### src/rtl/icache_pkg.sv
// -----------------------------------------------------------------------------
// icache_pkg
//   Shared constants and types for the direct-mapped instruction cache.
//   Contents:
//     TRUE/FALSE        single-bit logic constants
//     DEF_INDEX_BITS    default index width (lines = 2**INDEX_BITS)
//     DEF_ADDR_BITS     default number of significant address bits
//     WORD_W / BYTE_W   cache word and memory-port byte-lane widths
//     BEAT_W            width of the refill beat counter (4 beats per line)
//     state_e           cache controller states
//     insert_byte()     drops one byte into a selected lane of a word
// -----------------------------------------------------------------------------
package icache_pkg;

   localparam logic TRUE  = 1'b1;
   localparam logic FALSE = 1'b0;

   localparam int DEF_INDEX_BITS = 6;
   localparam int DEF_ADDR_BITS  = 18;

   localparam int WORD_W = 32;
   localparam int BYTE_W = 8;
   localparam int BEAT_W = 2;

   typedef enum logic [1:0] {
      ST_IDLE = 2'd0,
      ST_FILL = 2'd1,
      ST_RESP = 2'd2
   } state_e;

   // Little-endian assembly: lane 0 is bits [7:0], lane 3 is bits [31:24].
   function automatic logic [WORD_W-1:0] insert_byte(
      input logic [WORD_W-1:0] word,
      input logic [BEAT_W-1:0] lane,
      input logic [BYTE_W-1:0] data
   );
      logic [WORD_W-1:0] result;
      result = word;
      result[lane*BYTE_W +: BYTE_W] = data;
      return result;
   endfunction

endpackage

### src/rtl/icache_array.sv
// -----------------------------------------------------------------------------
// icache_array
//   Tag/data/valid storage for the direct-mapped instruction cache.
//   One line holds one 32-bit word. Reads are combinational by index so a
//   hit can be latched into the response register in the request cycle.
//   Ports:
//     clk          system clock
//     rst          asynchronous active-low reset; clears every valid bit
//     rd_index_i   line selected for lookup
//     rd_valid_o   valid bit of the selected line
//     rd_tag_o     stored tag of the selected line
//     rd_data_o    stored word of the selected line
//     wr_en_i      write strobe (refill completion only)
//     wr_index_i   line to write
//     wr_tag_i     tag written with the line
//     wr_data_i    word written with the line
// -----------------------------------------------------------------------------
module icache_array
   import icache_pkg::*;
#(
   parameter int INDEX_BITS = DEF_INDEX_BITS,
   parameter int TAG_BITS   = DEF_ADDR_BITS - DEF_INDEX_BITS - 2
) (
   input  logic                  clk,
   input  logic                  rst,
   input  logic [INDEX_BITS-1:0] rd_index_i,
   output logic                  rd_valid_o,
   output logic [TAG_BITS-1:0]   rd_tag_o,
   output logic [WORD_W-1:0]     rd_data_o,
   input  logic                  wr_en_i,
   input  logic [INDEX_BITS-1:0] wr_index_i,
   input  logic [TAG_BITS-1:0]   wr_tag_i,
   input  logic [WORD_W-1:0]     wr_data_i
);

   localparam int LINES = 1 << INDEX_BITS;

   logic                valid_q  [LINES];
   logic [TAG_BITS-1:0] tag_mem  [LINES];
   logic [WORD_W-1:0]   data_mem [LINES];

   // Valid bits are the only state that needs a reset: tag and data of an
   // invalid line are never trusted, so they live in plain storage.
   genvar gi;
   generate
      for (gi = 0; gi < LINES; gi++) begin : g_valid
         always_ff @(posedge clk or negedge rst) begin
            if (!rst) begin
               valid_q[gi] <= FALSE;
            end else if (wr_en_i && (wr_index_i == INDEX_BITS'(gi))) begin
               valid_q[gi] <= TRUE;
            end
         end
      end
   endgenerate

   always_ff @(posedge clk) begin
      if (wr_en_i) begin
         tag_mem[wr_index_i]  <= wr_tag_i;
         data_mem[wr_index_i] <= wr_data_i;
      end
   end

   assign rd_valid_o = valid_q[rd_index_i];
   assign rd_tag_o   = tag_mem[rd_index_i];
   assign rd_data_o  = data_mem[rd_index_i];

endmodule

### src/rtl/icache.sv
// -----------------------------------------------------------------------------
// icache
//   Direct-mapped instruction cache between the instruction fetcher and the
//   memory controller. Hits answer one cycle after the request is sampled;
//   misses refill the line byte-serially (little-endian, 4 beats) and answer
//   one cycle after the last beat. clr aborts the current request without
//   touching the array; rdy=0 freezes every register.
//   Ports:
//     clk          system clock
//     rst          asynchronous active-low reset
//     rdy          global ready; low freezes all state
//     clr          flush; abort the in-flight request
//     addr         fetch byte address ([1:0] ignored)
//     rn           read request, held by the fetcher until Read_ready
//     Inst         instruction word, valid while Read_ready=1
//     Read_ready   one-cycle response pulse
//     mem_a        byte address to the memory controller
//     mem_rn       byte read request to the memory controller
//     mem_din      byte returned for mem_a
//     mem_valid    mem_din valid this cycle
// -----------------------------------------------------------------------------
module icache
   import icache_pkg::*;
#(
   parameter int INDEX_BITS = DEF_INDEX_BITS,
   parameter int ADDR_BITS  = DEF_ADDR_BITS
) (
   input  logic              clk,
   input  logic              rst,
   input  logic              rdy,
   input  logic              clr,
   input  logic [31:0]       addr,
   input  logic              rn,
   output logic [WORD_W-1:0] Inst,
   output logic              Read_ready,
   output logic [31:0]       mem_a,
   output logic              mem_rn,
   input  logic [BYTE_W-1:0] mem_din,
   input  logic              mem_valid
);

   localparam int TAG_BITS = ADDR_BITS - INDEX_BITS - 2;

   state_e                state_q,      state_d;
   logic [WORD_W-1:0]     inst_q,       inst_d;
   logic                  read_ready_q, read_ready_d;
   logic [31:0]           mem_a_q,      mem_a_d;
   logic                  mem_rn_q,     mem_rn_d;
   logic [BEAT_W-1:0]     beat_q,       beat_d;
   logic [WORD_W-1:0]     fill_word_q,  fill_word_d;
   logic [INDEX_BITS-1:0] req_index_q,  req_index_d;
   logic [TAG_BITS-1:0]   req_tag_q,    req_tag_d;

   logic [INDEX_BITS-1:0] addr_index;
   logic [TAG_BITS-1:0]   addr_tag;
   logic                  line_valid;
   logic [TAG_BITS-1:0]   line_tag;
   logic [WORD_W-1:0]     line_data;
   logic                  hit;
   logic [WORD_W-1:0]     assembled;
   logic                  fill_done;
   logic                  wr_en;
   logic                  unused_addr_bits;

   assign addr_index       = addr[INDEX_BITS+1:2];
   assign addr_tag         = addr[ADDR_BITS-1:INDEX_BITS+2];
   assign unused_addr_bits = ^addr[1:0];

   // Array write happens on the same edge that raises Read_ready for a refill,
   // so a clr seen in that cycle suppresses both the write and the response.
   assign wr_en = rdy & fill_done;

   icache_array #(
      .INDEX_BITS (INDEX_BITS),
      .TAG_BITS   (TAG_BITS)
   ) u_array (
      .clk        (clk),
      .rst        (rst),
      .rd_index_i (addr_index),
      .rd_valid_o (line_valid),
      .rd_tag_o   (line_tag),
      .rd_data_o  (line_data),
      .wr_en_i    (wr_en),
      .wr_index_i (req_index_q),
      .wr_tag_i   (req_tag_q),
      .wr_data_i  (assembled)
   );

   assign hit = line_valid && (line_tag == addr_tag);

   // Word including the byte arriving this cycle; on the last beat it is the
   // complete line.
   assign assembled = insert_byte(fill_word_q, beat_q, mem_din);

   always_comb begin
      state_d      = state_q;
      inst_d       = inst_q;
      read_ready_d = FALSE;
      mem_a_d      = mem_a_q;
      mem_rn_d     = mem_rn_q;
      beat_d       = beat_q;
      fill_word_d  = fill_word_q;
      req_index_d  = req_index_q;
      req_tag_d    = req_tag_q;
      fill_done    = FALSE;

      unique case (state_q)
         ST_IDLE: begin
            if (rn) begin
               if (hit) begin
                  inst_d       = line_data;
                  read_ready_d = TRUE;
                  state_d      = ST_RESP;
               end else begin
                  req_index_d = addr_index;
                  req_tag_d   = addr_tag;
                  mem_a_d     = {addr[31:2], 2'b00};
                  mem_rn_d    = TRUE;
                  beat_d      = '0;
                  state_d     = ST_FILL;
               end
            end
         end

         ST_FILL: begin
            if (mem_valid) begin
               fill_word_d = assembled;
               beat_d      = beat_q + 1'b1;
               mem_a_d     = mem_a_q + 32'd1;
               if (beat_q == 2'd3) begin
                  fill_done    = TRUE;
                  mem_rn_d     = FALSE;
                  inst_d       = assembled;
                  read_ready_d = TRUE;
                  state_d      = ST_RESP;
               end
            end
         end

         // The fetcher still holds rn here (it drops it a cycle late), so rn
         // is deliberately not looked at.
         ST_RESP: begin
            state_d = ST_IDLE;
         end

         default: begin
            state_d = ST_IDLE;
         end
      endcase

      // Abort: everything the request started is dropped; the array and the
      // last delivered Inst are left alone.
      if (clr) begin
         state_d      = ST_IDLE;
         inst_d       = inst_q;
         read_ready_d = FALSE;
         mem_rn_d     = FALSE;
         mem_a_d      = mem_a_q;
         beat_d       = '0;
         fill_word_d  = fill_word_q;
         fill_done    = FALSE;
      end
   end

   always_ff @(posedge clk or negedge rst) begin
      if (!rst) begin
         state_q      <= ST_IDLE;
         inst_q       <= '0;
         read_ready_q <= FALSE;
         mem_a_q      <= '0;
         mem_rn_q     <= FALSE;
         beat_q       <= '0;
         fill_word_q  <= '0;
         req_index_q  <= '0;
         req_tag_q    <= '0;
      end else if (rdy) begin
         state_q      <= state_d;
         inst_q       <= inst_d;
         read_ready_q <= read_ready_d;
         mem_a_q      <= mem_a_d;
         mem_rn_q     <= mem_rn_d;
         beat_q       <= beat_d;
         fill_word_q  <= fill_word_d;
         req_index_q  <= req_index_d;
         req_tag_q    <= req_tag_d;
      end
   end

   assign Inst       = inst_q;
   assign Read_ready = read_ready_q;
   assign mem_a      = mem_a_q;
   assign mem_rn     = mem_rn_q;

endmodule

### config.mk
export PLATFORM = sky130hd
export DESIGN_NAME = icache
export DESIGN_NICKNAME = d
export VERILOG_FILES = /design/src/rtl/icache_pkg.sv /design/src/rtl/icache_array.sv /design/src/rtl/icache.sv
export SDC_FILE = /design/constraint.sdc
export NUM_CORES = 2
export LEC_CHECK = 0
export CAP_MARGIN = 15
export CORE_ASPECT_RATIO = 1.5
export CORE_MARGIN = 2
export CORE_UTILIZATION = 56
export DETAILED_ROUTE_END_ITERATION = 8
export MAX_ROUTING_LAYER = met4
export PLACE_DENSITY = 0.75
export SYNTH_ARGS = -nofsm -noshare
export SYNTH_HDL_FRONTEND = slang
export SYNTH_SLANG_ARGS = --single-unit
### constraint.sdc
create_clock -name clk -period 3.89 [get_ports clk]
set_input_delay 0.389 -clock clk [delete_from_list [all_inputs] [get_ports clk]]
set_output_delay 0.389 -clock clk [all_outputs]
set_load 0.01 [all_outputs]
* Word level (Yosys, flattened, before mapping)
Memory sizes are Yosys's and may differ from the RTL's.
Index checks and enable logic that the tools add are counted.
** Cells by class
- Reductions and logical operators :: 76
- $add $sub $neg :: 3
- Equal/unequal tests :: 75
- Bitwise logic cells :: 4
- Multiplexer cells :: 40
- Shift-type cells :: 2
- $lt $le $gt $ge :: 1
** Operators with widths (count)
- $mux W32 :: 7
- $eq A6 B6 Y1 const B :: 32
- $pmux W32 S2 :: 2
- $eq A6 B5 Y1 const B :: 16
- $logic_and A1 B1 Y1 :: 65
- $eq A6 B4 Y1 const B :: 8
- $neg A5 Y34 :: 1
- $shift A8 B34 Y32 const A :: 1
- $shiftx A8 B34 Y32 :: 1
- $add A32 B1 Y32 const B :: 1
- $bwmux W32 :: 1
- $eq A6 B3 Y1 const B :: 4
- $mux W2 :: 9
- $mux W1 :: 16
- $eq A6 B2 Y1 const B :: 2
- $ne A3 B3 Y1 const B :: 4
- $reduce_and A4 Y1 :: 3
- $reduce_and A6 Y1 :: 2
- $eq A10 B10 Y1 :: 1
- $ne A2 B2 Y1 const B :: 5
- $pmux W2 S2 :: 2
- $ge A7 B7 Y1 const B :: 1
- $not A6 Y7 :: 1
- $reduce_and A7 Y1 :: 1
- 13 further kinds :: 15
** Storage, ports and cells
- RAM bits :: 2688
- Output and inout bits :: 66
- Register bits :: 182
- Bits of input ports :: 46
- Memories kept :: 2
- Logic and storage cells :: 276
** Memories
- u_array.data_mem :: depth 64, width 32, read ports 1, clocked after memory_dff 0, write ports 1, RTL line icache_array.sv:40 : logic [WORD_W-1:0] data_mem [LINES];
- u_array.tag_mem :: depth 64, width 10, read ports 1, clocked after memory_dff 0, write ports 1, RTL line icache_array.sv:39 : logic [TAG_BITS-1:0] tag_mem [LINES];

* Depth between registers and ports, before layout
- Depth after elaboration :: 9
- Depth in mapped cells :: 16
- Gate-level depth less buffers :: 9

* Cells and area by module
Synthesis repeated with hierarchy kept, for this count alone.
** Unflattened totals
- Cells, all modules :: 5108
- Area total of the unflattened synthesis :: 110726.2 µm²
** Modules (own cells, without submodules)
- icache_array :: area each 104530.3 µm², cells each 4429, instances 1, sequential area each 82319.0 µm²
- icache :: area each 6195.9 µm², cells each 679, instances 1, sequential area each 2952.8 µm²

* Worst setup path after synthesis
No wires, ideal clock.
- Kind :: register to register
- Start point :: register beat_q[0]
- End point :: memory u_array.data_mem[0][1], data pin
- Arrival time :: 3479 ps
- Clock period less this slack :: 4198 ps
- Library setup time :: 719 ps
- Path buffers :: 0
- Cell stages (with the launch flop) :: 4
- Required time :: 3171 ps
- Slack :: -308 ps
- Cell sequence :: dfrtp_1 > inv_1 > ha_1 > o21ai_0
** Between the ends
- Cells in the longest elaborated chain, start to end :: 3
- Elaborated cells between the ends (all ways) :: 4
- Classes of those cells :: 1 x add/sub; 2 x shift; 1 x mux
** RTL lines
- start, declared :: RTL line icache.sv:49 : logic [BEAT_W-1:0] beat_q, beat_d;
- start signal, assigned :: RTL line icache.sv:182 : beat_q <= beat_d;
- $neg A5 Y34 (*) :: RTL line icache_pkg.sv:39 : result[lane*BYTE_W +: BYTE_W] = data;
- $shiftx A8 B34 Y32 or $shift A8 B34 Y32 (tied branches) :: RTL line icache_pkg.sv:39
- $bwmux W32 (*) :: RTL line icache_pkg.sv:39
- named net assembled[1] :: RTL line icache.sv:60 : logic [WORD_W-1:0] assembled;
- end, declared :: RTL line icache_array.sv:40
The timed path passes the listed nets; every way through them passes the cells marked *.

* Worst setup path after layout
- Start point :: memory u_array.tag_mem[47][5] (netlist bit)
- End point :: register inst_q[30] (netlist: Inst[30])
** Between the ends
- Cells in the longest elaborated chain, start to end :: 5
** RTL lines
- start, declared :: RTL line icache_array.sv:39
- $mem_v2 Z64 W10
- $eq A10 B10 Y1 :: RTL line icache.sv:89 : assign hit = line_valid && (line_tag == addr_tag);
- $logic_and A1 B1 Y1 :: RTL line icache.sv:89
- $ne A2 B2 Y1 (no line)
- $reduce_and A7 Y1 (no line)
- end signal, assigned :: RTL line icache.sv:178 : inst_q <= inst_d;
- end, declared :: RTL line icache.sv:45 : logic [WORD_W-1:0] inst_q, inst_d;
No other way between the ends.
A chain may end at the register's enable or synchronous reset.

==> flow_summary.ini <==
[routing]
drt-wirelength-per-cell_um = 37.2
drcViolationCount = 0
drtAntennaViolNets = 0
vias = 57500
drt_pass1_iterations = 8
drt_iter0_drc = 9170
routed_wl_mm = 308
viasPerCell = 6.93

[sta]
worst_pin_slew_ns = 1.10
hold_violations = 0
period_needed_ns = 3.67
setup_viol = 0
clock.fmax_mhz = 272
fin_setup_tns_ns = 0
rsz0062_at_grt = false
skew_ns = 0.0719
relSlewSlack_pct = 26.7
finalCritPeriodShare_pct = 94.4
finalMaxSlewViolations = 0

[global_routing]
grt_pass1_wl_mm = 431
grt_max_degree = 99
grt_pass1_vias = 57700
antenna_found_initial = 8
globalRouteTotalUtil_pct = 31.4
grt-ovfl-total = 0

[clocking]
cts_setup_buffers = 0
clk_latency_ns = 0.89
clkTransAtPathRegs_ns = 0.07
cts_buffers = 240
h-tree-depth = 4
cts.repair.resized = 0
root_buffer = clkbuf_16
cts.sink_count = 2870
cts_buffer_depth = 4
tritoncts = done
cts-hold-fix-buffers = 1

[floorplan]
core_region_area_um2 = 198000
die_x_um = 368
rows = 200
start_util_pct = 56.4
io_pins = 112
die_area_um2 = 203000
die_h_um = 551

[critical_path]
cp.arrival_ns = 4.43
start_kind = register
crit_type = register to register
cpLargestDelayFamily = multiplexers
cp-end-kind = register
cpPeakStageDelay_ns = 0.49
cp_num_buf_inv = 3
path_cells = mux4_2 > mux4_2 > nor2_1 > a21oi_1 > buf_4 > and4_1 > o221ai_1 > nor4_4 > buf_4 > a32oi_4 > buf_12 > mux2_4
slowest_stage = mux4_2
crit_path_max_fanout = 18
critPathRequiredTime_ns = 4.65

[power_and_ir_drop]
p_per_area_nw_per_um2 = 538
total_power_mw = 68.8
ir_drop_mv = 0.429
p_leak_nw = 41.5

[placement]
gp_congestion = 0.843
dp_hpwl_mm = 167
dp.cells = 7850
port_buffers = 109

[synthesis]
syn_area_um2 = 112000
synthTopCellsByArea = edfxtp_1, mux4_2, dfrtp_1
synth.avg_cell_area_um2 = 22.4
synthMostInstantiatedCell = edfxtp_1
ys_seq_area_share_pct = 76.4
syn-instance-count = 4972
synth_top_family_by_area = multiplexers
synth.top_cell.area_share_pct = 72.4
yosysWarnings = 0
synthXorXnorAreaFrac_pct = 0.0628
synth_edf_count = 2688
synthSimpleGateAreaFrac_pct = 1.94
synth-compound-area-share_pct = 1.91
ys_seq_elements = 2870
muxShareOfSynthArea_pct = 18.2
synth_commonest_cells = edfxtp_1, mux4_2, dfrtp_1, nand2_1, mux2i_1
synth_top_flop_cell = edfxtp_1
synthAdderAreaFrac_pct = 0.0785
ys_types = 70
async_flop_share_pct = 6.34
synth_nets = 5025
yosysTopAreaCell = edfxtp_1

[finish]
final_layout_size_suffix_gt1_share_pct = 32.5
nets = 5523
synthToLayoutAreaGrowth_pct = 14.6
stdcell_count = 8297

[run]
cap_violations = 0

[outcome]
outcome = finished, final reports clean

[hold_path]
hp-class = primary input to register
-- cell type report --
| cell class | count | area, µm² |
|---|---|---|
| Tap cell | 2626 | 3290 |
| Timing Repair Buffer | 529 | 5940 |
| Fill cell | 12100 | 70100 |
| Sequential cell | 2870 | 85300 |
| Inverter | 44 | 175 |
| Clock inverter | 105 | 922 |
| Antenna cell | 8 | 20.0 |
| Clock buffer | 330 | 6580 |
| Multi-Input combinational cell | 1785 | 25700 |
-- state kept, by name, indices dropped and copies added, names as in the netlist --
register	flops
u_array.data_mem	2048
u_array.tag_mem	640
u_array.valid_q	64
Inst	32
fill_word_q	32
mem_a	32
req_tag_q	10
req_index_q	6
beat_q	2
state_q	2
Read_ready	1
mem_rn	1
-- power breakdown --
group / switching [mW] / leakage, nW / total, mW / internal (mW)
Combinational: 5.21 / 11.3 / 7.56 / 2.34
Clock: 10.7 / 3.68 / 23.5 / 12.7
Sequential: 0.371 / 26.5 / 37.8 / 37.4
Total: 16.3 / 41.5 / 68.8 / 52.5
-- layout by cell type (no fill, tap or decap), types with 12 or more instances in the layout --
cell type,netlist,layout
edfxtp_1,2688,2688
mux4_2,796,796
buf_4,14,286
clkbuf_16,0,241
dfrtp_1,182,182
buf_12,0,134
nand2_1,126,125
mux2i_1,123,123
clkdlybuf4s50_1,0,103
mux2_2,69,69
clkbuf_1,115,68
o21ai_0,98,67
nor2_4,0,65
or2_2,65,65
nand3_1,54,54
a22oi_1,52,52
clkinv_2,0,45
inv_1,43,41
nor2_1,105,40
o21ai_4,0,31
a21oi_1,30,30
mux2_4,28,28
a311oi_1,26,26
a2bb2oi_1,25,25
clkinv_1,0,24
clkbuf_8,0,21
nor2b_1,17,17
and3_1,15,15
a31oi_1,15,15
bufinv_16,0,14
nand4_1,12,12
-- metal layers --
layer	GRT usage [%]	wire length (µm)	vias to the layer above
li1	-	-	21900
met1	38.3	102000	30100
met2	51.3	156000	4477
met3	5.54	32700	1008
met4	15.4	18200	0
met5	-	0	-
-- final timing paths --
kind                                       end  depth (start not counted)  slack (ns)              startpoint
max                                   Inst[30]                         12        0.22  u_array.tag_mem[47][5]
min                                  mem_a[23]                          3        0.19                addr[23]
max reg2reg                           Inst[30]                         12        0.22  u_array.tag_mem[47][5]
min reg2reg                u_array.valid_q[31]                          1        0.47     u_array.valid_q[31]
max in group asynchronous             Inst[12]                          3        2.62                     rst
min in group asynchronous  u_array.valid_q[22]                          2        0.22                     rst
-- worst register-to-register path, cell delays in order, from the launching register on --
cell	delay (ns)
edfxtp_1	0.36
mux4_2	0.49
mux4_2	0.48
nor2_1	0.11
a21oi_1	0.12
buf_4	0.19
and4_1	0.16
o221ai_1	0.33
nor4_4	0.10
buf_4	0.18
a32oi_4	0.39
buf_12	0.33
mux2_4	0.36
-- logic make-up (layout without fill, tap and decap cells) --
group | after synthesis | after routing
flops | 2870 | 2870
mux | 1016 | 1016
simple gates | 442 | 442
buf+inv | 317 | 1008
compound gates | 312 | 312
xor+xnor | 8 | 8
fa+ha+maj | 7 | 7
other cells | 0 | 8
-- through the flow --
step           hold slack (ns)  utilization [%]  instance area (µm²)  setup slack, ns
3_5_place_dp             0.450             60.8               120000           -0.307
6_report                 0.187             64.6               128000            0.219
2_1_floorplan           0.0934                -               112000           -0.308
5_1_grt                  0.183             64.6               128000            0.136
3_3_place_gp             0.445             60.8               120000           -0.228
4_1_cts                  0.151             64.6               128000            0.234
(Power assumes the default switching activity.)
